[src/rtl/bbcore_seq.sv]
// bbcore_seq: tile-level sequencer for the BitBlade 2b core.
//
// Accepts a job (beat count plus act/weight precision codes), pulls operand
// beats through a req/valid handshake, marks the first beat with bias-select,
// flushes the core after the last beat, waits for the core's done and then
// offers the psum to writeback through a valid/ready handshake.
//
// Ports:
//   CLK, RST           clock (rising edge), asynchronous active-low reset
//   i_Start            job start pulse (honoured only in IDLE)
//   i_Num_Step         operand beats in the job, must be >= 1
//   i_Act_Prec/Wgt     precision codes, latched at job start
//   o_Busy             state is not IDLE
//   o_Op_Req           operand beat request
//   i_Op_Valid         operand beat present
//   o_Core_En          beat transfer this cycle
//   o_Core_Sel_Bias    first beat of the job
//   o_Core_Flush       one-cycle flush after the last beat
//   o_Core_Precision   {act_prec, wgt_prec} of the current/last job
//   i_Core_Done        core finished (only sampled in WAIT_DONE)
//   o_Psum_Valid       psum ready for writeback
//   i_Psum_Ready       writeback accepts the psum
//   o_Step_Cnt         beats transferred so far in the current job
//   o_Err              one-cycle error pulse
//
// Optional feature, macro BBSEQ_DONE_TIMEOUT_EN: WAIT_DONE gives up after
// DONE_TO cycles, pulses o_Err, and raises a sticky flag on o_Step_Cnt[K_W-1]
// that clears on the next accepted start.

module bbcore_seq #(
    parameter int unsigned K_W     = 16,
    parameter int unsigned DONE_TO = 64
) (
    input  logic           CLK,
    input  logic           RST,
    input  logic           i_Start,
    input  logic [K_W-1:0] i_Num_Step,
    input  logic [1:0]     i_Act_Prec,
    input  logic [1:0]     i_Wgt_Prec,
    output logic           o_Busy,
    output logic           o_Op_Req,
    input  logic           i_Op_Valid,
    output logic           o_Core_En,
    output logic           o_Core_Sel_Bias,
    output logic           o_Core_Flush,
    output logic [3:0]     o_Core_Precision,
    input  logic           i_Core_Done,
    output logic           o_Psum_Valid,
    input  logic           i_Psum_Ready,
    output logic [K_W-1:0] o_Step_Cnt,
    output logic           o_Err
);

    typedef enum logic [2:0] {
        StIdle,
        StFetch,
        StFlush,
        StWaitDone,
        StOut
    } state_e;

    state_e         state_q, state_d;
    logic [K_W-1:0] cnt_q, cnt_d;
    logic [K_W-1:0] num_q, num_d;
    logic [3:0]     prec_q, prec_d;
    logic           err_q, err_d;
    logic           xfer;
    logic [K_W-1:0] cnt_inc;

`ifdef BBSEQ_DONE_TIMEOUT_EN
    localparam int unsigned TW = $clog2(DONE_TO + 1);
    logic [TW-1:0] timer_q, timer_d;
    logic          to_flag_q, to_flag_d;
`endif

    assign o_Op_Req        = (state_q == StFetch);
    assign xfer            = o_Op_Req & i_Op_Valid;
    assign o_Core_En       = xfer;
    assign o_Core_Sel_Bias = xfer & (cnt_q == '0);
    assign o_Core_Flush    = (state_q == StFlush);
    assign o_Psum_Valid    = (state_q == StOut);
    assign o_Busy          = (state_q != StIdle);
    assign o_Core_Precision = prec_q;
    assign o_Err           = err_q;
    assign cnt_inc         = cnt_q + K_W'(1);

`ifdef BBSEQ_DONE_TIMEOUT_EN
    // Timeout flag shares the counter's MSB so no extra port is needed.
    assign o_Step_Cnt = {cnt_q[K_W-1] | to_flag_q, cnt_q[K_W-2:0]};
`else
    assign o_Step_Cnt = cnt_q;
`endif

    always_comb begin
        state_d = state_q;
        cnt_d   = cnt_q;
        num_d   = num_q;
        prec_d  = prec_q;
        err_d   = 1'b0;
`ifdef BBSEQ_DONE_TIMEOUT_EN
        timer_d   = timer_q;
        to_flag_d = to_flag_q;
`endif
        unique case (state_q)
            StIdle: begin
                if (i_Start) begin
                    if (i_Num_Step != '0) begin
                        num_d   = i_Num_Step;
                        prec_d  = {i_Act_Prec, i_Wgt_Prec};
                        cnt_d   = '0;
                        state_d = StFetch;
`ifdef BBSEQ_DONE_TIMEOUT_EN
                        to_flag_d = 1'b0;
`endif
                    end else begin
                        err_d = 1'b1;
                    end
                end
            end
            StFetch: begin
                if (xfer) begin
                    cnt_d = cnt_inc;
                    if (cnt_inc == num_q) begin
                        state_d = StFlush;
                    end
                end
            end
            StFlush: begin
                // Done in the flush cycle belongs to no job and is dropped.
                state_d = StWaitDone;
`ifdef BBSEQ_DONE_TIMEOUT_EN
                timer_d = '0;
`endif
            end
            StWaitDone: begin
                if (i_Core_Done) begin
                    state_d = StOut;
                end
`ifdef BBSEQ_DONE_TIMEOUT_EN
                else if (timer_q == TW'(DONE_TO - 1)) begin
                    err_d     = 1'b1;
                    to_flag_d = 1'b1;
                    state_d   = StIdle;
                end else begin
                    timer_d = timer_q + TW'(1);
                end
`endif
            end
            StOut: begin
                if (i_Psum_Ready) begin
                    state_d = StIdle;
                end
            end
            default: state_d = StIdle;
        endcase
    end

    always_ff @(posedge CLK or negedge RST) begin
        if (!RST) begin
            state_q <= StIdle;
            cnt_q   <= '0;
            num_q   <= '0;
            prec_q  <= '0;
            err_q   <= 1'b0;
        end else begin
            state_q <= state_d;
            cnt_q   <= cnt_d;
            num_q   <= num_d;
            prec_q  <= prec_d;
            err_q   <= err_d;
        end
    end

`ifdef BBSEQ_DONE_TIMEOUT_EN
    always_ff @(posedge CLK or negedge RST) begin
        if (!RST) begin
            timer_q   <= '0;
            to_flag_q <= 1'b0;
        end else begin
            timer_q   <= timer_d;
            to_flag_q <= to_flag_d;
        end
    end
`endif

endmodule

[config.mk]
export PLATFORM = sky130hd
export DESIGN_NAME = bbcore_seq
export DESIGN_NICKNAME = d
export VERILOG_FILES = /design/src/rtl/bbcore_seq.sv
export SDC_FILE = /design/constraint.sdc
export NUM_CORES = 1
export LEC_CHECK = 0
export ABC_AREA = 1
export CORE_MARGIN = 5
export CORE_UTILIZATION = 45
export DETAILED_ROUTE_END_ITERATION = 6
export DONT_BUFFER_PORTS = 1
export PLACE_DENSITY = 0.66
export SYNTH_ARGS = -nofsm -noshare
export SYNTH_HDL_FRONTEND = slang
export SYNTH_SLANG_ARGS = --single-unit
[constraint.sdc]
create_clock -name CLK -period 1.9 [get_ports CLK]
set_input_delay 0.19 -clock CLK [delete_from_list [all_inputs] [get_ports CLK]]
set_output_delay 0.19 -clock CLK [all_outputs]
set_load 0.005 [all_outputs]
==> key figures, run 1 <==
Outcome
  – Status: finished with violations
  – Failing checks: negative setup slack

Routing
  – Starting DRT DRC Count: 227
  – DR WL met3: 533 um
  – Routed wl met2: 2900 um
  – Vias: 2336
  – Routed wire length: 6520 um
  – Wire length per cell: 15.3 um
  – DRC errors left: 0
  – Antenna viol nets, final: 0
  – Top Layer Used: met4
  – Pre-antenna DRT Iters: 5
  – Met1 WL: 2990 um
  – Routed vias/inst: 5.48

Floorplan
  – Rows: 26
  – Starting Density: 46.9%
  – I/O pin total: 53
  – Core Area: 5200 um2
  – Die Width: 83.7 um
  – Die Y: 83.7 um
  – DIE AREA: 7000 um2

Clock tree
  – Clock Sinks: 40
  – Worst-Skew Late Latency: 290 ps
  – Maximum root-to-sink buffer count: 2
  – H-tree level count: 2
  – Worst-path clk slew: 90 ps
  – CTS tree: done
  – CTS root buf: clkbuf_8
  – CTS buffer count: 5

Logic synthesis
  – Post-Synth Adder-Cell Area: 1.02%
  – Dominant synthesized flop cell: dfrtp_1
  – Mux share of post-synthesis cell area: 4.15%
  – Top cells by area, synth: dfrtp_1 41%, nand2_1 13%, nand3_1 7.0%, inv_1 6.1%, nand4_1 4.4%
  – Post-synth EDFFs: 0
  – Most frequent cells after synthesis: 83 x nand2_1, 40 x dfrtp_1, 40 x inv_1
  – Mean Syn Cell Area: 7.54 um2
  – Seq/Total Area, Yosys: 41.0%
  – Yosys reg bits: 40
  – Syn Inst Count: 324
  – Post-Synth XOR/XNOR Area: 2.41%
  – Compound-Gate Fraction of Synth Area: 7.73%
  – Synth top area share: 41.0%
  – Ys async rst share: 100%
  – Post-Syn Nets: 352
  – Dominant combinational cell family by area after synthesis: simple AND/OR/NAND/NOR gates
  – Mapped Area: 2440 um2
  – Synth area leader: dfrtp_1
  – Synth Area in Simple Gates: 35.9%
  – Yosys warnings: 0
  – Count leader, synth: nand2_1
  – Netlist cell types: 32

Critical path
  – CP max-delay cell: dfrtp_2
  – Critical path origin: o_Step_Cnt[1]
  – CP startpoint kind: register
  – Critical path required time: 1710 ps
  – CP Cell Sequence: inv_2 -> ha_4 -> nand4_1 -> or4_4 -> nor4_4 -> buf_4
  – Worst setup EP type: output pin
  – Crit path largest cell delay: 460 ps
  – WP data arrival: 1860 ps
  – CP max FO: 4
  – WS Path Type: reg -> out
  – CP bufs+invs: 2
  – R2R Path Start: o_Step_Cnt[1]
  – Cell family with most CP delay: simple AND/OR/NAND/NOR gates

Placed design
  – Placer Congestion: 0.968
  – Dpl hpwl: 4960 um
  – IO Port Bufs: 0
  – Post-placement cell count: 411
  – Dpl ws: -56.5 ps

Min path
  – Min-delay src: i_Act_Prec[1]
  – Worst hold path class: in -> reg

Power
  – Switching fraction of total power: 38.0%
  – Net load switching power: 1.30 mW
  – Clock Power Share: 20.6%
  – Internal Power: 2.12 mW
  – PwrDens: 1150 nW/um2
  – Logic pwr share: 39.9%
  – Maximum VDD drop: 0.839 mV
  – Register share of total power: 39.5%
  – Leakage power: 1.38 nW

Timing
  – Pins Over Slew Limit: 0
  – RSZ-0062 raised after global routing: true
  – Final Hold Viols: 0
  – Worst clock skew: 9.28 ps
  – # setup viols final: 4
  – Worst-Margin Slew: 477 ps
  – Period minus WS final: 2050 ps
  – Max_slew headroom: 67.9%
  – Max Fclk: 488 MHz
  – Final period util: 108%
  – Setup WS post-layout: -147 ps

Cells and area
  – Fillers: 492
  – Ant. Diodes: 0
  – Fin util: 57.1%
  – Fin nets: 383
  – Synth-to-Final Area Change: 21.6%
  – Ratio of cells with drive above 1 in the final layout: 22.5%
  – Final non-filler cell total: 426

Global routing
  – Largest net degree at the start of global routing: 41
  – GRT overflow: 0
  – Number of global-route vias before repair: 2180
  – GRT Overall Usage: 18.7%
  – Global-route wire length before repair: 10700 um
  – Initial antenna violation count: 0

Flow run
  – Max cap viols: 0
## cell usage in the layout, fill, tap and decap left out, types with 5 or more instances in the layout
cell      netlist  layout
buf_4           1      26
clkbuf_8        0       5
dfrtp_1        40      33
dfrtp_2         0       7
inv_1          40      38
inv_2           3       5
mux2_1          6       6
nand2_1        83      78
nand2_2         4       8
nand3_1        34      31
nand3b_1        6       6
nand4_1        17      17
nor2_1         25      23
nor2_4          2       5
o21ai_0        18      16
o21ai_1         4       5
o22ai_1         9       9
## worst paths after layout
kind                                  endpoint  slack, ps  depth (start not counted)
setup / recovery               o_Core_Sel_Bias       -150                          6
min in group asynchronous        o_Step_Cnt[6]        340                          2
max in group asynchronous       o_Step_Cnt[10]       1330                          2
setup reg to reg                    state_q[0]       -120                         15
hold reg to reg                     state_q[0]        520                          2
hold / removal             o_Core_Precision[3]         20                          1
## repair_timing
| action | 4_1_cts | 5_1_grt |
|---|---|---|
| setup endpoints to repair | 4 | 12 |
| gates resized for setup | 1 | 34 |
| setup buffers | 0 | 5 |
| hold endpoints to repair | 40 | 0 |
| hold buffers | 2 | 0 |
| pin swaps | 0 | 12 |
## layout make-up
class	instances	area [um2]	area share [%]
multi-input combinational	235	1350	45.5
sequential	40	1010	34.0
inverter	43	161	5.43
clock inverter	3	42.5	1.43
clock buffer	5	68.8	2.32
tap	70	87.6	2.95
timing repair buffer	30	248	8.34
## metal layers
metal | GRT usage (%) | vias up
li1 | - | 1144
met1 | 26.7 | 1077
met4 | 6.14 | 0
met2 | 27.8 | 104
met5 | 0 | -
met3 | 4.34 | 11
## worst reg2reg max path, delay by kind of cell (launching register included)
kind / cells / cell delay [ps]
AND/OR/NAND/NOR: 12 / 1080
flip-flops: 1 / 430
buffers and inverters: 2 / 200
AO/OA/AOI/OAI: 1 / 190
## logic make-up after synthesis
group           after synthesis
mux                           9
flops                        40
buf+inv                      49
fa+ha+maj                     2
xor+xnor                      5
simple gates                184
compound gates               35
## state kept, by name (all words and copies together), names as in the netlist
register	flops
num_q	16
state_q	3
o_Step_Cnt	16
o_Err	1
o_Core_Precision	4
## power groups by stage
stage,registers [mW],logic [mW],clock network (mW)
floorplan,1.28,0.902,0
global placement,1.34,1.21,0
detailed placement,1.35,1.22,0
CTS,1.33,1.25,0.715
global route,1.39,1.54,0.750
finish,1.35,1.37,0.703
## per-stage QoR
| stage | hold slack, ps | setup TNS [ps] | area [um2] | total power, mW |
|---|---|---|---|---|
| global placement | -104 | -16.8 | 2680 | 2.55 |
| global route | 17.1 | -862 | 2970 | 3.67 |
| CTS | 20.2 | -197 | 2820 | 3.30 |
| floorplan | -106 | 0 | 2440 | 2.18 |
| finish | 24.8 | -414 | 2970 | 3.42 |
| detailed placement | -104 | -68.4 | 2680 | 2.57 |
(Power assumes the default switching activity.)
==> inputs of run 2 (changes only) <==
--- a/config.mk
+++ b/config.mk
@@ -10,6 +10,7 @@
 export CORE_UTILIZATION = 45
 export DETAILED_ROUTE_END_ITERATION = 6
 export DONT_BUFFER_PORTS = 1
+export GPL_TIMING_DRIVEN = 0
 export PLACE_DENSITY = 0.66
 export SYNTH_ARGS = -nofsm -noshare
 export SYNTH_HDL_FRONTEND = slang
==> constraint.sdc (replaced) <==
create_clock -name CLK -period 1.9 [get_ports CLK]
set_input_delay 0.19 -clock CLK [delete_from_list [all_inputs] [get_ports CLK]]
set_output_delay 0.19 -clock CLK [all_outputs]
set_load 0.1 [all_outputs]
==> key figures, run 2 (same netlist as run 1, synthesis figures left out) <==
Clock tree
  – CTS buffer count: 5
  – H-tree level count: 2
  – CTS tree: done
  – CTS root buf: clkbuf_8
  – Maximum root-to-sink buffer count: 2
  – Clock Sinks: 40
  – Worst-path clk slew: 90 ps
  – Worst-Skew Late Latency: 290 ps

Global routing
  – Number of global-route vias before repair: 2269
  – Global-route wire length before repair: 11200 um
  – GRT overflow: 0
  – Initial antenna violation count: 0
  – Met2 GRT Util: 33.0%
  – GRT Overall Usage: 19.8%
  – GR peak layer: met2
  – GR met3 Demand/Resource: 5.03%
  – Largest net degree at the start of global routing: 41
  – M1 GR Usage: 25.8%

Power
  – Maximum VDD drop: 1.19 mV
  – Total power: 4.57 mW
  – Leakage power: 1.33 nW
  – PwrDens: 1510 nW/um2

Cells and area
  – Ratio of cells with drive above 1 in the final layout: 25.0%
  – Fin util: 58.2%
  – Most common cell after layout, fill and taps aside: nand2_1
  – Fin nets: 371
  – Synth-to-Final Area Change: 24.0%
  – Ant. Diodes: 0
  – Commonest non-fill, non-tap cells in the layout: 79 x nand2_1, 35 x inv_1, 31 x nand3_1

Placed design
  – IO Port Bufs: 0
  – Dpl ws: -1230 ps
  – Placer Congestion: 0.899
  – Dpl hpwl: 5030 um

Timing
  – Setup WS post-layout: -1230 ps
  – Worst hold slack: 21.0 ps
  – Worst clock skew: 5.54 ps
  – Max_slew headroom: 8.43%
  – Worst-Margin Slew: 1360 ps
  – Max Fclk: 319 MHz
  – Post-route setup TNS: -9570 ps
  – Pins Over Slew Limit: 0
  – # setup viols final: 21
  – Final Hold Viols: 0
  – Period minus WS final: 3130 ps
  – Final period util: 165%
  – RSZ-0062 raised after global routing: true

Critical path
  – Critical path required time: 1710 ps
  – WP data arrival: 2940 ps
  – CP startpoint kind: register
  – Worst setup EP type: output pin
  – CP max FO: 7
  – WS Path Type: reg -> out

Outcome
  – Failing checks: negative setup slack
  – Status: finished with violations

Floorplan
  – Starting Density: 46.9%
  – Die Y: 83.7 um
  – DIE AREA: 7000 um2
  – I/O pin total: 53
  – Rows: 26
  – Die Width: 83.7 um
  – Core Area: 5200 um2

Routing
  – Routed vias/inst: 5.58
  – Vias: 2311
  – Starting DRT DRC Count: 203
  – Pre-antenna DRT Iters: 4
  – Antenna viol nets, final: 0
  – DRC errors left: 0
  – Routed wire length: 6840 um
  – Wire length per cell: 16.5 um

Flow run
  – Max cap viols: 0

Min path
  – Worst hold path class: in -> reg
[run 2: changes by cell type in the layout (fill, tap and decap cells not counted), moves of 3 or more]
cell / change
buf_4: -19
buf_8: +3
dfrtp_1: -10
dfrtp_4: +10
inv_1: -3
nand2_2: -3
nor2_1: -3
o21ai_0: -5
o21ai_2: +3
[run 2: path summary, 6_finish.rpt]
kind                               start             endpoint  slack (ps)  depth (start not counted)
setup / recovery           o_Step_Cnt[0]      o_Core_Sel_Bias       -1230                          5
hold / removal             i_Act_Prec[0]  o_Core_Precision[2]          20                          1
setup reg to reg              state_q[1]       o_Step_Cnt[15]        -470                          9
hold reg to reg                 num_q[9]             num_q[9]         510                          2
max in group asynchronous            RST        o_Step_Cnt[9]        1330                          2
min in group asynchronous            RST        o_Step_Cnt[4]         340                          2
[run 2: report_power, final]
part           internal [mW]  total (mW)  switching [mW]
clock                  0.396       0.727           0.331
sequential              1.12        1.85           0.737
combinational          0.731        1.99            1.26
[run 2: layout make-up]
class                   instances  area [um2]
fillers                       487        2180
clock buffers                   5        68.8
well taps                      70        87.6
flip-flops and latches         40        1050
clock inverters                 3        46.3
repair buffers                 12         128
plain buffers                   6        48.8
multi-input cells             235        1410
inverters                      43         190
[run 2: metrics by stage]
step,instances,cell area (um2)
finish,414,3030
global route,414,3030
CTS,411,2950
detailed placement,394,2590
global placement,394,2590
floorplan,324,2510
[run 2: per-layer routing]
metal / wire length, um / vias up / part of all wire [%]
li1: - / 1117 / -
met1: 2980 / 1109 / 44
met2: 3330 / 78 / 49
met3: 458 / 7 / 6.7
met4: 72 / 0 / 1.1
met5: 0 / - / 0
[run 2: repair_timing]
item	in CTS	in global routing
resized for setup	50	18
buffers inserted	6	4
setup endpoints to repair	22	41
hold endpoints to repair	40	0
cloned	1	0
hold buffers	2	0
pin swaps	3	3
[run 2: worst max-delay path, cell delays in order (launching register included)]
cell	delay (ps)
dfrtp_4	660
inv_4	140
ha_4	130
nand4_1	90
or4_4	440
nor4_4	1160
==> inputs of run 3 (changes only) <==
--- a/config.mk
+++ b/config.mk
@@ -6,6 +6,7 @@
 export NUM_CORES = 1
 export LEC_CHECK = 0
 export ABC_AREA = 1
+export CORE_ASPECT_RATIO = 0.6
 export CORE_MARGIN = 5
 export CORE_UTILIZATION = 45
 export DETAILED_ROUTE_END_ITERATION = 6
==> constraint.sdc (replaced) <==
create_clock -name CLK -period 3.6 [get_ports CLK]
set_input_delay 0.36 -clock CLK [delete_from_list [all_inputs] [get_ports CLK]]
set_output_delay 0.36 -clock CLK [all_outputs]
set_load 0.1 [all_outputs]
==> key figures, run 3 (same netlist as run 1, synthesis figures left out) <==
Critical path
  – Worst R2R Setup Slack: 240 ps
  – Worst-case reg-to-reg path depth: 7
  – Cell family with most CP delay: simple AND/OR/NAND/NOR gates
  – CP Cell Sequence: nor3_4 -> nand2_1 -> nor4_4
  – WS Path Type: reg -> out
  – CP max-delay cell: nor4_4
  – CP max FO: 4
  – Critical R2R Capture: o_Step_Cnt[8]
  – Worst setup EP type: output pin
  – Critical path origin: state_q[2]
  – CP bufs+invs: 0
  – Crit path largest cell delay: 1120 ps
  – Worst path depth: 3
  – WP data arrival: 3160 ps
  – Critical path required time: 3240 ps
  – CP startpoint kind: register
  – R2R Path Start: state_q[2]
  – Worst Setup EP: o_Core_Sel_Bias

Cells and area
  – Most common cell after layout, fill and taps aside: nand2_1
  – Fin util: 53.0%
  – Finished Cell Area: 2730 um2
  – Fin nets: 363
  – Fillers: 496
  – Ratio of cells with drive above 1 in the final layout: 11.0%
  – Ant. Diodes: 0
  – Commonest non-fill, non-tap cells in the layout: 83 x nand2_1, 40 x inv_1, 38 x dfrtp_1
  – Synth-to-Final Area Change: 11.8%

Clock tree
  – Clock Sinks: 40
  – Worst-Skew Late Latency: 300 ps
  – Setup bufs post-CTS: 0
  – H-tree level count: 2
  – CTS root buf: clkbuf_8
  – CTS buffer count: 5
  – Worst-path clk slew: 90 ps
  – Maximum root-to-sink buffer count: 2
  – CTS tree: done

Outcome
  – Status: finished clean

Timing
  – Max_slew headroom: 8.75%
  – Max Fclk: 284 MHz
  – Worst clock skew: 8.79 ps
  – Period minus WS final: 3520 ps
  – Setup WS post-layout: 80.6 ps
  – Pins Over Slew Limit: 0
  – # setup viols final: 0
  – Final period util: 97.8%
  – Worst-Margin Slew: 1360 ps
  – Post-route setup TNS: 0 ps
  – Final Hold Viols: 0
  – RSZ-0062 raised after global routing: false

Global routing
  – Number of global-route vias before repair: 2073
  – Largest net degree at the start of global routing: 41
  – Initial antenna violation count: 0
  – GRT Overall Usage: 20.1%
  – GRT overflow: 0
  – Global-route wire length before repair: 11000 um

Floorplan
  – Die Y: 67.1 um
  – I/O pin total: 53
  – Starting Density: 47.4%
  – Die Width: 105 um
  – Rows: 20
  – Core Area: 5150 um2
  – DIE AREA: 7050 um2

Placed design
  – Placer Congestion: 0.895
  – IO Port Bufs: 0
  – Dpl hpwl: 5200 um
  – DP Area: 2580 um2
  – Dpl ws: 280 ps

Flow run
  – Max cap viols: 0

Power
  – Maximum VDD drop: 0.800 mV
  – Leakage power: 1.25 nW
  – Total power: 2.21 mW
  – PwrDens: 809 nW/um2

Routing
  – Routed wire length: 6680 um
  – Vias: 2267
  – Routed vias/inst: 5.64
  – Pre-antenna DRT Iters: 5
  – Antenna viol nets, final: 0
  – DRC errors left: 0
  – Wire length per cell: 16.6 um
  – Starting DRT DRC Count: 180

Min path
  – Worst hold path class: in -> reg
[run 3: cell types whose count changed in the layout (fill, tap and decap cells not counted), moves of 4 or more]
| cell | previous run | this run |
|---|---|---|
| dfrtp_4 | 10 | 0 |
| o21ai_2 | 4 | 0 |
| nor2_4 | 7 | 2 |
| nand2_1 | 79 | 83 |
| buf_4 | 7 | 1 |
| dfrtp_1 | 23 | 38 |
| o21ai_0 | 11 | 18 |
| dfrtp_2 | 7 | 2 |
| inv_1 | 35 | 40 |
[run 3: what timing repair did]
| item | 4_1_cts | 5_1_grt |
|---|---|---|
| hold endpoints to repair | 40 | 0 |
| pin swaps | 1 | 1 |
| setup endpoints to repair | 1 | 1 |
| gates resized for setup | 1 | 1 |
| hold buffers | 2 | 0 |
[run 3: worst min path at each step]
stage,start,end,slack [ps],depth (start not counted)
after global placement,RST,o_Core_Precision[0],70,0
after detailed placement,RST,o_Core_Precision[0],70,0
after global routing,i_Wgt_Prec[0],o_Core_Precision[0],170,1
after floorplan,RST,num_q[0],60,0
after CTS,i_Wgt_Prec[0],o_Core_Precision[0],180,1
final,i_Wgt_Prec[0],o_Core_Precision[0],190,1
[run 3: cell type report]
cell class                 instances  area, um2  share of cell area (%)
inverter                          43        161                    5.91
sequential                        40       1000                    36.7
multi-input combinational        235       1280                    46.8
buffer                             6       28.8                    1.05
tap                               66       82.6                    3.02
clock inverter                     3       46.3                    1.69
timing repair buffer               4       61.3                    2.24
clock buffer                       5       68.8                    2.52
[run 3: routing by layer]
metal / global-route usage (%) / share of wire, % / wire length (um) / vias to the layer above
li1: - / - / - / 1109
met1: 30.7 / 50 / 3320 / 1046
met2: 27.4 / 39 / 2600 / 108
met3: 5.91 / 11 / 735 / 4
met4: 4.15 / 0.46 / 31 / 0
met5: 0 / 0 / 0 / -
[run 3: report_power, final]
| group | total [mW] | leakage (nW) | switching, mW | internal [mW] |
|---|---|---|---|---|
| clock network | 0.390 | 0.0548 | 0.181 | 0.209 |
| logic | 0.846 | 0.689 | 0.589 | 0.256 |
| registers | 0.973 | 0.509 | 0.392 | 0.581 |
| total | 2.21 | 1.25 | 1.16 | 1.05 |
[run 3: per-stage QoR]
stage / hold slack [ps] / instances
6_report: 185 / 402
5_1_grt: 172 / 402
4_1_cts: 178 / 402
3_5_place_dp: 65.3 / 392
3_3_place_gp: 65.2 / 390
2_1_floorplan: 64.4 / 324
